==> src/rtl/bcd_string_tx.sv <==
// bcd_string_tx: latches a packed BCD word and streams it as ASCII bytes over valid/ready, MSD first, optional CR+LF.
// Define BCD_STRING_TX_LZ_BLANK_EN to send leading zeros as spaces.
module bcd_string_tx #(
  parameter int NDIGITS  = 4,
  parameter int SEND_EOL = 1
) (
  input  logic                   clk,
  input  logic                   rst_n,
  input  logic                   start,
  input  logic [4*NDIGITS-1:0]   bcd,
  output logic                   busy,
  output logic [7:0]             tx_data,
  output logic                   tx_valid,
  input  logic                   tx_ready,
  output logic                   done
);
  localparam int IW = NDIGITS > 1 ? $clog2(NDIGITS) : 1;
  typedef enum logic [2:0] {IDLE, DIGIT, CR, LF, DONE} state_t;
  state_t state;
  logic [4*NDIGITS-1:0] shadow;
  logic [IW-1:0] idx, nxt_idx;
  logic [3:0] msd, nxt_dig;
  logic [7:0] msd_chr, nxt_chr;
  logic hs;
  function automatic logic [7:0] asc(input logic [3:0] d);
    return d > 4'd9 ? 8'h3F : {4'h3, d};
  endfunction
  assign hs      = tx_valid && tx_ready;
  assign nxt_idx = idx - 1'b1;
  assign msd     = bcd[4*NDIGITS-1 -: 4];
  assign nxt_dig = shadow[4*nxt_idx +: 4];
`ifdef BCD_STRING_TX_LZ_BLANK_EN
  // lz: every digit sent so far in this frame was a zero
  logic lz;
  assign msd_chr = (NDIGITS > 1 && msd == 4'd0) ? 8'h20 : asc(msd);
  assign nxt_chr = (lz && nxt_idx != '0 && nxt_dig == 4'd0) ? 8'h20 : asc(nxt_dig);
  always_ff @(posedge clk or negedge rst_n)
    if (!rst_n) lz <= 1'b0;
    else if (state == IDLE && start) lz <= msd == 4'd0;
    else if (state == DIGIT && hs && idx != '0) lz <= lz && nxt_dig == 4'd0;
`else
  assign msd_chr = asc(msd);
  assign nxt_chr = asc(nxt_dig);
`endif
  always_ff @(posedge clk or negedge rst_n) begin
    if (!rst_n) begin
      state    <= IDLE;
      shadow   <= '0;
      idx      <= '0;
      busy     <= 1'b0;
      tx_valid <= 1'b0;
      tx_data  <= 8'h00;
      done     <= 1'b0;
    end else begin
      case (state)
        IDLE: if (start) begin
          shadow   <= bcd;
          idx      <= IW'(NDIGITS - 1);
          busy     <= 1'b1;
          tx_valid <= 1'b1;
          tx_data  <= msd_chr;
          state    <= DIGIT;
        end
        DIGIT: if (hs) begin
          if (idx != '0) begin
            idx     <= nxt_idx;
            tx_data <= nxt_chr;
          end else if (SEND_EOL != 0) begin
            tx_data <= 8'h0D;
            state   <= CR;
          end else begin
            tx_valid <= 1'b0;
            tx_data  <= 8'h00;
            done     <= 1'b1;
            state    <= DONE;
          end
        end
        CR: if (hs) begin
          tx_data <= 8'h0A;
          state   <= LF;
        end
        LF: if (hs) begin
          tx_valid <= 1'b0;
          tx_data  <= 8'h00;
          done     <= 1'b1;
          state    <= DONE;
        end
        DONE: begin
          done  <= 1'b0;
          busy  <= 1'b0;
          state <= IDLE;
        end
        default: state <= IDLE;
      endcase
    end
  end
endmodule

==> config.mk <==
export PLATFORM = sky130hd
export DESIGN_NAME = bcd_string_tx
export DESIGN_NICKNAME = d
export VERILOG_FILES = /design/src/rtl/bcd_string_tx.sv
export SDC_FILE = /design/constraint.sdc
export NUM_CORES = 1
export LEC_CHECK = 0
export CORE_MARGIN = 4
export CORE_UTILIZATION = 61
export DETAILED_ROUTE_END_ITERATION = 8
export DONT_BUFFER_PORTS = 1
export GPL_TIMING_DRIVEN = 0
export PLACE_DENSITY = 0.75
export SYNTH_ARGS = -nofsm -noshare
export SYNTH_HDL_FRONTEND = slang
export SYNTH_SLANG_ARGS = --single-unit
==> constraint.sdc <==
create_clock -name clk -period 2.2 [get_ports clk]
set_input_delay 0.22 -clock clk [delete_from_list [all_inputs] [get_ports clk]]
set_output_delay 0.22 -clock clk [all_outputs]
set_load 0.1 [all_outputs]
# Yosys cells after proc, flatten, opt, wreduce, memory -nomap -nowiden

Index checks and enable logic that the tools add are counted.

Output and inout bits: 11
Register bits: 32
Input bits: 20

Equal/unequal tests: 10
Reductions and logical operators: 15
Multiplexer cells: 24
Add/sub/neg operators: 1
Shift operators: 1
Order comparisons: 2

Operators with widths:

| kind                | number |
|---|---|
| $mux 8              | 4 |
| $pmux 8 s4          | 1 |
| $shiftx 16x5->4     | 1 |
| $mux 3              | 5 |
| $ne 2x2->1 const B  | 6 |
| $pmux 3 s4          | 1 |
| $reduce_and 5->1    | 2 |
| $reduce_bool 2->1   | 5 |
| $gt 4x4->1 const B  | 2 |
| $mux 4              | 2 |
| $eq 3x2->1 const B  | 2 |
| $mux 2              | 3 |
| $mux 6              | 1 |
| $pmux 1 s2          | 3 |
| $reduce_and 2->1    | 3 |
| $pmux 2 s2          | 1 |
| $reduce_and 4->1    | 1 |
| $reduce_bool 4->1   | 1 |
| $eq 3x1->1 const B  | 1 |
| $eq 3x3->1 const B  | 1 |
| $logic_not 3->1     | 1 |
| $mux 1              | 3 |
| $reduce_and 3->1    | 1 |
| $sub 2x1->2 const B | 1 |
| $logic_and 1x1->1   | 1 |

# Logic depth before layout (Yosys ltp)

Gate-level depths: netlist of the first run.

Depth after elaboration: 7
Gate-level depth with buffers: 7

# Least setup slack after synthesis of the first run

No wires, ideal clock.

Path kind: register to register
Start point: register tx_valid
End point: register tx_data[0]
Slack: 0.323 ns
Arrival: 1.795 ns
Path buffers: 1
Cell stages (with the launch flop): 6
Library setup time: 0.082 ns
Data required time: 2.118 ns
Cells stage by stage: dfrtp_1 -> o211ai_1 -> a21oi_2 -> buf_4 -> nor2_1 -> a31oi_1

Longest elaborated chain between the ends: 3
Elaborated cells on any way between the ends: 5
Those cells by class: 3 x eq/ne; 2 x reduce/logical

RTL lines:

| element                        | line | text |
|---|---|---|
| start, declared                | 13   | `output logic tx_valid,` |
| start signal, assigned         | 51   | `tx_valid <= 1'b0;` |
| start signal, assigned         | 60   | `tx_valid <= 1'b1;` |
| start signal, assigned         | 72   | `tx_valid <= 1'b0;` |
| $logic_and 1x1->1 (*)          | 28   | `assign hs = tx_valid && tx_ready;` |
| $ne 2x2->1 (no line)           | -    |  |
| $reduce_and 5->1 (no line) (*) | -    |  |
| end signal, assigned           | 61   | `tx_data <= msd_chr;` |
| end signal, assigned           | 67   | `tx_data <= nxt_chr;` |
| end, declared                  | 12   | `output logic [7:0] tx_data,` |

Every way passes the cells marked *; elsewhere a longest branch is shown, timed or not.
A chain may end at the register's enable or synchronous reset.

==> key figures, run 1 <==
Critical path
  • Worst Path Buf+Inv: 1
  • Top Family by Delay on Critical Path: flip-flops
  • Critical Path AT: 1.71 ns
  • Critical-path top delay cell: dfrtp_1
  • Critical Path Source Type: flop
  • Worst setup EP type: output port
  • Critical-path maximum fanout: 3
  • Crit path largest cell delay: 0.95 ns
  • Data required time of the critical path: 1.98 ns
  • Worst path cell trace: buf_4
  • Setup slack, reg-to-reg: 0.28 ns
  • Critical path type: reg2out

STA
  • Max Transition Viols Final: 0
  • Final-report setup violation count: 0
  • Final worst slack: 0.268 ns
  • Final hold vios: 0
  • Minimum clock period: 1.93 ns
  • FMAX: 0.518 GHz
  • Worst Tran Pin Value: 0.924 ns
  • Setup TNS: 0 ns
  • Slew HR: 38.4%
  • RSZ-0062 raised after global routing: false
  • Final Cycle Share: 87.8%
  • Fin Clk Skew: 0.00520 ns

Routing
  • Detailed Route Iter0 Violations: 14
  • Average wire per standard cell: 17.0 um
  • Drt total wl: 2.75 mm
  • Vias after detailed routing: 954
  • TritonRoute pass-1 iters: 4
  • DRC: 0
  • Via density: 5.89
  • Post-DRT Antenna Nets: 0

Logic synthesis
  • EDFF count, synth: 0
  • Most common cell in the synthesized netlist: dfrtp_1
  • Distinct cells, synth: 37
  • Sequential area share after synthesis: 49.9%
  • Main area contributors after synthesis: dfrtp_1 50%, mux2_2 12%, mux4_2 4.6%
  • Top FF cell, synth: dfrtp_1
  • Synth top area share: 49.9%
  • Avg Cell Area, Syn: 11.8 um2
  • Post-synth ARST share: 100%
  • Yosys reg bits: 29
  • Ys Warns: 0
  • Yosys top cell by area: dfrtp_1
  • Synth cell count leaders: 29 x dfrtp_1, 16 x mux2_2, 11 x nor2_1, 10 x a21oi_1
  • Mapped Cells: 123
  • Mapped Area: 1450 um2

Global routing
  • Vias in the first global route: 1048
  • Antenna violations before repair: 0
  • First-pass GRT wire length: 4.73 mm
  • Met1 usage: 21.8%
  • GR Util met2: 32.5%
  • Met3 GRT Util: 7.13%
  • Grt peak-use layer: met2
  • Total GRT Usage: 19.2%
  • Pin count of the biggest net entering global routing: 30
  • Grt total ovfl: 0

Die
  • Ports: 31
  • Die span in y: 56.8 um
  • Initial Utilization: 65.1%
  • DIE WIDTH: 56.8 um
  • CORE AREA: 2230 um2
  • Rows: 17
  • Die area: 3230 um2

Final layout
  • Fin nets: 154
  • Share of cells above drive strength 1: 32.1%
  • Layout area overhead: 10.7%
  • Number of inserted diodes: 0

Clocking
  • Post-CTS Setup Repair Bufs: 0
  • CTS Sinks: 29
  • Root Driver: clkbuf_4
  • Clk slew on worst S/H paths: 0.09 ns
  • Htree depth: 2
  • Maximum clock path buffer count: 2
  • Worst skew pair latency: 0.33 ns
  • Num CTS Buffers: 5
  • CTS tree: yes

Flow run
  • Number of max-cap violations: 0

Place
  • Port Buf Inserts: 0
  • DP Worst Slack: 0.145 ns
  • Routability-driven placement congestion ratio: 0.819
  • DP Wirelength: 2.03 mm

Hold path
  • Hold crit path type: in2reg

Run status
  • Status: complete, no violations
## area by class of cell
class	instances	area, um2
Clock inverter	1	30.0
Inverter	4	15.0
Fill cell	157	624
Sequential cell	29	727
Timing Repair Buffer	2	30.0
Clock buffer	7	55.1
Buffer	10	65.1
Multi-Input combinational cell	81	652
Tap cell	28	35.0
## layer usage
layer	up-vias	part of all wire, %
li1	463	-
met2	22	51
met1	461	41
met5	-	0
met4	0	1.9
met3	8	5.9
## logic make-up after synthesis
family	share of synthesized area (%)
buffers and inverters	5.51
other	0.258
flip-flops	49.9
adder cells (fa/ha/maj)	0.860
AND/OR/NAND/NOR	9.90
multiplexers	19.5
AO/OA/AOI/OAI	14.0
## repair_timing
action / CTS / global route
endpoints found under the hold margin: 29 / 0
gates resized for setup: 0 / 1
hold buffers: 2 / 0
setup endpoints to repair: 0 / 3
## final timing paths
path                                  from    endpoint  depth (start not counted)
worst max-delay path            tx_data[4]  tx_data[5]                          1
worst min-delay path               bcd[11]  shadow[11]                          1
worst max register to register      idx[0]  tx_data[0]                          7
worst min register to register   shadow[8]   shadow[8]                          1
max in group asynchronous            rst_n    tx_valid                          2
min in group asynchronous            rst_n      idx[1]                          2
## flip-flops by register name, summed over array words and instances, names as in the netlist
| register | count |
|---|---|
| shadow | 16 |
| tx_data | 5 |
| state | 3 |
| idx | 2 |
| busy | 1 |
| done | 1 |
| tx_valid | 1 |
## cells in the final DEF (no fill, tap or decap), types with 2 or more instances in the layout
| cell | Yosys | final |
|---|---|---|
| clkbuf_1 | 3 | 4 |
| o21ai_0 | 5 | 5 |
| buf_4 | 5 | 5 |
| nand2_1 | 5 | 5 |
| dfrtp_1 | 29 | 28 |
| conb_1 | 1 | 2 |
| a31oi_1 | 3 | 3 |
| nor2_1 | 11 | 11 |
| clkbuf_4 | 0 | 5 |
| nand2b_1 | 3 | 3 |
| inv_1 | 4 | 4 |
| mux2_2 | 16 | 16 |
| mux4_2 | 3 | 3 |
| a21oi_1 | 10 | 10 |
| o21a_1 | 2 | 2 |
## stage by stage
step,hold slack [ns],util (%),std cells,area [um2]
finish,0.0381,72.0,162,1610
global route,0.0231,72.0,162,1610
CTS,0.0268,72.0,162,1610
detailed placement,-0.0748,66.8,152,1490
global placement,-0.0749,66.8,152,1490
floorplan,-0.0756,-,124,1460
Power of run 1 is left out: the tool's default activity adds up to more than one toggle a clock period on the data nets, which glitch-free logic cannot reach.
==> run 2: changes to the inputs <==
- CORE_ASPECT_RATIO: default -> 1.25
==> run 2 against run 1 <==
Wire length is 2.3% lower; final area decreased by 1.9%; core utilization down 1.4 points; critical path type unchanged; largest cell class unchanged.
==> key figures, run 2 (synthesized netlist as in run 1, its figures left out) <==
Run status
  • Status: complete, no violations (unchanged)

Routing
  • TritonRoute pass-1 iters: 4 (unchanged)
  • Detailed Route Iter0 Violations: 15 (was 14)
  • DRC: 0 (unchanged)
  • Via density: 5.81 (was 5.89)
  • Post-DRT Antenna Nets: 0 (unchanged)
  • Average wire per standard cell: 16.3 um (was 17.0 um)
  • Vias after detailed routing: 958 (was 954)
  • Drt total wl: 2.69 mm (was 2.75 mm)

Critical path
  • Data required time of the critical path: 1.98 ns (about the same)
  • Worst Reg2Reg Path Length in Cells: 7 (unchanged)
  • Worst setup EP type: output port (unchanged)
  • Critical-path top delay cell: dfrtp_1 (unchanged)
  • Worst r2r dst: tx_data[2] (was tx_data[0])
  • Critical Path AT: 1.70 ns (was 1.71 ns)
  • Critical path type: reg2out (unchanged)
  • Worst path cell trace: buf_4 (unchanged)
  • Reg2reg start: idx[0] (unchanged)
  • Worst Path Buf+Inv: 1 (unchanged)
  • Setup slack, reg-to-reg: 0.30 ns (was 0.28 ns)
  • Top Family by Delay on Critical Path: flip-flops (unchanged)
  • Critical-path maximum fanout: 3 (unchanged)
  • Crit path largest cell delay: 0.95 ns (about the same)
  • Critical Path Source Type: flop (unchanged)

STA
  • Final-report setup violation count: 0 (unchanged)
  • Worst Tran Pin Value: 0.925 ns (was 0.924 ns)
  • Slew HR: 38.3% (was 38.4%)
  • Max Transition Viols Final: 0 (unchanged)
  • Setup TNS: 0 ns (unchanged)
  • Final hold vios: 0 (unchanged)
  • Fin Clk Skew: 0.0171 ns (was 0.00520 ns)
  • Minimum clock period: 1.92 ns (was 1.93 ns)
  • RSZ-0062 raised after global routing: false (unchanged)
  • FMAX: 0.520 GHz (was 0.518 GHz)
  • Final Cycle Share: 87.5% (was 87.8%)

Clocking
  • Num CTS Buffers: 5 (unchanged)
  • Htree depth: 2 (unchanged)
  • Worst skew pair latency: 0.33 ns (about the same)
  • CTS tree: yes (unchanged)
  • Post-CTS Setup Repair Bufs: 0 (unchanged)
  • Maximum clock path buffer count: 2 (unchanged)
  • Root Driver: clkbuf_4 (unchanged)
  • Clk slew on worst S/H paths: 0.10 ns (was 0.09 ns)
  • CTS Sinks: 29 (unchanged)

Global routing
  • Total GRT Usage: 19.6% (was 19.2%)
  • Vias in the first global route: 1030 (was 1048)
  • Grt total ovfl: 0 (unchanged)
  • First-pass GRT wire length: 4.66 mm (was 4.73 mm)
  • Antenna violations before repair: 0 (unchanged)
  • Pin count of the biggest net entering global routing: 30 (unchanged)

Final layout
  • Cell area after layout: 1580 um2 (was 1610 um2)
  • Most flops, register: shadow (unchanged)
  • Layout area overhead: 8.61% (was 10.7%)
  • Top Registers: shadow: 16 flops, tx_data: 5 flops, state: 3 flops (unchanged)
  • Fin nets: 154 (unchanged)
  • Fillers: 172 (was 157)
  • Commonest non-fill, non-tap cells in the layout: 28 x dfrtp_1, 16 x mux2_2, 11 x nor2_1 (unchanged)
  • Number of inserted diodes: 0 (unchanged)
  • Largest register FFs: 16 (unchanged)
  • Commonest non-fill, non-tap cell in the layout: dfrtp_1 (unchanged)
  • Share of cells above drive strength 1: 32.1% (unchanged)

Die
  • Rows: 19 (was 17)
  • Initial Utilization: 65.1% (about the same)
  • Die span in y: 62.6 um (was 56.8 um)
  • CORE AREA: 2230 um2 (about the same)
  • DIE WIDTH: 51.7 um (was 56.8 um)
  • Die area: 3230 um2 (about the same)
  • Ports: 31 (unchanged)

Hold path
  • Hold crit path type: in2reg (unchanged)
  • Hold path cells: 1 (unchanged)
  • Endpoint of the worst hold path: shadow[12] (was shadow[11])
  • Hold_sp: bcd[12] (was bcd[11])

Place
  • Routability-driven placement congestion ratio: 0.821 (was 0.819)
  • DP Wirelength: 2.06 mm (was 2.03 mm)
  • Dpl cell area: 1500 um2 (was 1490 um2)
  • Port Buf Inserts: 0 (unchanged)

Flow run
  • Number of max-cap violations: 0 (unchanged)
## run 2: cell types whose count changed in the layout (fill, tap and decap cells not counted), sizes merged
cell    delta
clkinv     +2
clkbuf     -1
bufinv     -1
## run 2: area by class of cell
| type | count | area [um2] | area share [%] |
|---|---|---|---|
| well taps | 31 | 38.8 | 2.46 |
| repair buffers | 2 | 30.0 | 1.90 |
| flip-flops and latches | 29 | 727 | 46.0 |
| plain buffers | 10 | 65.1 | 4.12 |
| clock inverters | 2 | 10.0 | 0.634 |
| multi-input cells | 81 | 652 | 41.3 |
| inverters | 4 | 15.0 | 0.951 |
| clock buffers | 6 | 41.3 | 2.61 |
## run 2: worst max path at each step
stage	slack, ns	endpoint	startpoint	cells past startpoint
6_report	0.28	tx_data[5]	tx_data[4]	1
5_1_grt	0.20	tx_data[2]	idx[0]	7
4_1_cts	0.14	tx_data[0]	tx_valid	5
3_5_place_dp	0.16	tx_data[0]	tx_valid	5
3_3_place_gp	0.19	tx_data[3]	tx_valid	5
2_1_floorplan	0.32	tx_data[0]	tx_valid	5
## run 2: repair_timing
action,CTS,global route
gates resized for setup,0,1
hold buffers,2,0
hold endpoints to repair,29,0
endpoints found under the setup margin,0,1
## run 2: per-layer routing
metal | track usage [%] | share of wire (%)
met4 | 8.85 | 1.8
met3 | 5.97 | 5.5
met1 | 21.9 | 40
met5 | 0 | 0
met2 | 33.4 | 53
## run 2: stage by stage
step / util [%] / cells / hold WS [ns] / setup slack [ns]
3_5_place_dp: 67.0 / 155 / -0.0748 / 0.165
4_1_cts: 70.6 / 165 / 0.0298 / 0.144
2_1_floorplan: - / 124 / -0.0756 / 0.323
3_3_place_gp: 67.0 / 155 / -0.0749 / 0.194
6_report: 70.7 / 165 / 0.0372 / 0.275
5_1_grt: 70.7 / 165 / 0.0251 / 0.198
## run 2: worst reg2reg max path, stage by stage, from the launching register on
cell and delay [ns]:
dfrtp_1 0.36, buf_6 0.13, inv_1 0.06, ha_1 0.39
mux4_2 0.39, a211oi_1 0.24, o32a_2 0.19, a21oi_1 0.06
Power of run 2 is left out for the same reason.
==> run 3: changes to the inputs <==
- CORE_UTILIZATION: 61 -> 55
- PLACE_DENSITY: 0.75 -> 0.68
==> run 3 against run 2 <==
Non-clock buffer count stayed put; clock-buffer cell count is 2 higher; setup slack worse by 0.011 ns; highest routed layer unchanged.
==> key figures, run 3 (synthesized netlist as in run 1, its figures left out) <==
Run status
  • Status: complete, no violations (unchanged)

Global routing
  • Total GRT Usage: 19.5% (was 19.6%)
  • Vias in the first global route: 1042 (was 1030)
  • First-pass GRT wire length: 4.88 mm (was 4.66 mm)
  • Antenna violations before repair: 0 (unchanged)
  • Pin count of the biggest net entering global routing: 30 (unchanged)
  • Grt total ovfl: 0 (unchanged)

STA
  • Fin Clk Skew: 0.0115 ns (was 0.0171 ns)
  • Final hold vios: 0 (unchanged)
  • Hold Slack: 0.0407 ns (was 0.0372 ns)
  • Final-report setup violation count: 0 (unchanged)
  • Final Cycle Share: 88.0% (was 87.5%)
  • Setup TNS: 0 ns (unchanged)
  • Slew HR: 38.4% (was 38.3%)
  • Worst Tran Pin Value: 0.925 ns (about the same)
  • Minimum clock period: 1.94 ns (was 1.92 ns)
  • Max Transition Viols Final: 0 (unchanged)
  • FMAX: 0.517 GHz (was 0.520 GHz)
  • RSZ-0062 raised after global routing: false (unchanged)

Place
  • DP Wirelength: 2.11 mm (was 2.06 mm)
  • Routability-driven placement congestion ratio: 0.811 (was 0.821)
  • Port Buf Inserts: 0 (unchanged)

Routing
  • TritonRoute pass-1 iters: 4 (unchanged)
  • DRC: 0 (unchanged)
  • Via density: 5.81 (about the same)
  • Average wire per standard cell: 16.9 um (was 16.3 um)
  • Post-DRT Antenna Nets: 0 (unchanged)
  • Detailed Route Iter0 Violations: 6 (was 15)
  • Drt total wl: 2.82 mm (was 2.69 mm)
  • Vias after detailed routing: 971 (was 958)

Critical path
  • Critical Path Source Type: flop (unchanged)
  • Worst r2r dst: tx_data[2] (unchanged)
  • Worst path cell trace: buf_4 (unchanged)
  • Worst setup EP type: output port (unchanged)
  • Crit path largest cell delay: 0.96 ns (was 0.95 ns)
  • Top Family by Delay on Critical Path: flip-flops (unchanged)
  • Setup slack, reg-to-reg: 0.27 ns (was 0.30 ns)
  • Worst Path Buf+Inv: 1 (unchanged)
  • Worst Reg2Reg Path Length in Cells: 7 (unchanged)
  • Critical-path maximum fanout: 3 (unchanged)
  • Critical Path AT: 1.72 ns (was 1.70 ns)
  • Data required time of the critical path: 1.98 ns (about the same)
  • Critical-path top delay cell: dfrtp_1 (unchanged)
  • Critical path type: reg2out (unchanged)
  • Reg2reg start: idx[0] (unchanged)

Die
  • Initial Utilization: 58.7% (was 65.1%)
  • Die area: 3540 um2 (was 3230 um2)
  • DIE WIDTH: 54.0 um (was 51.7 um)
  • Die span in y: 65.5 um (was 62.6 um)
  • CORE AREA: 2480 um2 (was 2230 um2)
  • Rows: 20 (was 19)
  • Ports: 31 (unchanged)

Clocking
  • CTS Sinks: 29 (unchanged)
  • Num CTS Buffers: 5 (unchanged)
  • Htree depth: 2 (unchanged)
  • Worst skew pair latency: 0.33 ns (about the same)
  • CTS tree: yes (unchanged)
  • Root Driver: clkbuf_4 (unchanged)
  • Clk slew on worst S/H paths: 0.09 ns (was 0.10 ns)
  • Maximum clock path buffer count: 2 (unchanged)

Final layout
  • Commonest non-fill, non-tap cells in the layout: 28 x dfrtp_1, 16 x mux2_2, 11 x nor2_1 (unchanged)
  • Largest register FFs: 16 (unchanged)
  • Number of inserted diodes: 0 (unchanged)
  • Final core utilization: 63.7% (was 70.7%)
  • Fillers: 201 (was 172)
  • Fin nets: 154 (unchanged)
  • Commonest non-fill, non-tap cell in the layout: dfrtp_1 (unchanged)
  • Most flops, register: shadow (unchanged)
  • Share of cells above drive strength 1: 30.6% (was 32.1%)
  • Layout area overhead: 8.61% (unchanged)
  • Top Registers: shadow: 16 flops, tx_data: 5 flops, state: 3 flops (unchanged)

Hold path
  • Hold_sp: bcd[10] (was bcd[12])
  • Hold path cells: 1 (unchanged)
  • Endpoint of the worst hold path: shadow[10] (was shadow[12])
  • Hold crit path type: in2reg (unchanged)

Flow run
  • Number of max-cap violations: 0 (unchanged)
[run 3: cell types whose count changed in the layout (fill, tap and decap cells not counted), sizes merged]
cell	previous run	this run
clkbuf	9	11
clkinv	2	0
[run 3: what timing repair did]
action	CTS	global route
gates resized for setup	0	1
buffers inserted	0	0
hold buffers	2	0
endpoints found under the hold margin	29	0
endpoints found under the setup margin	0	3
[run 3: worst max path at each step]
stage | from | end | slack (ns) | cells past startpoint
final | tx_data[4] | tx_data[5] | 0.26 | 1
after global routing | idx[0] | tx_data[2] | 0.10 | 7
after CTS | tx_valid | tx_data[2] | 0.13 | 5
after detailed placement | tx_valid | tx_data[3] | 0.18 | 5
after global placement | tx_valid | tx_data[3] | 0.19 | 5
after floorplan | tx_valid | tx_data[0] | 0.32 | 5
[run 3: layer usage]
metal  wire length, um  GRT usage (%)  part of all wire [%]  up-vias
li1                  -              -                     -      466
met1              1140           21.3                    40      475
met2              1450           32.0                    51       25
met3               192           9.52                   6.8        5
met4                44           7.48                   1.6        0
met5                 0              0                     0        -
[run 3: layout make-up]
type                    count  area (um2)  share of cell area (%)
clock buffers               8        48.8                    3.09
inverters                   4        15.0                   0.951
plain buffers              10        65.1                    4.12
repair buffers              2        30.0                    1.90
multi-input cells          81         652                    41.3
well taps                  33        41.3                    2.61
flip-flops and latches     29         727                    46.0
[run 3: per-stage QoR]
step	setup WS [ns]	cell area, um2	cells
detailed placement	0.179	1500	157
CTS	0.129	1580	167
floorplan	0.323	1460	124
global route	0.101	1580	167
global placement	0.188	1500	157
finish	0.264	1580	167
Power of run 3 is left out for the same reason.
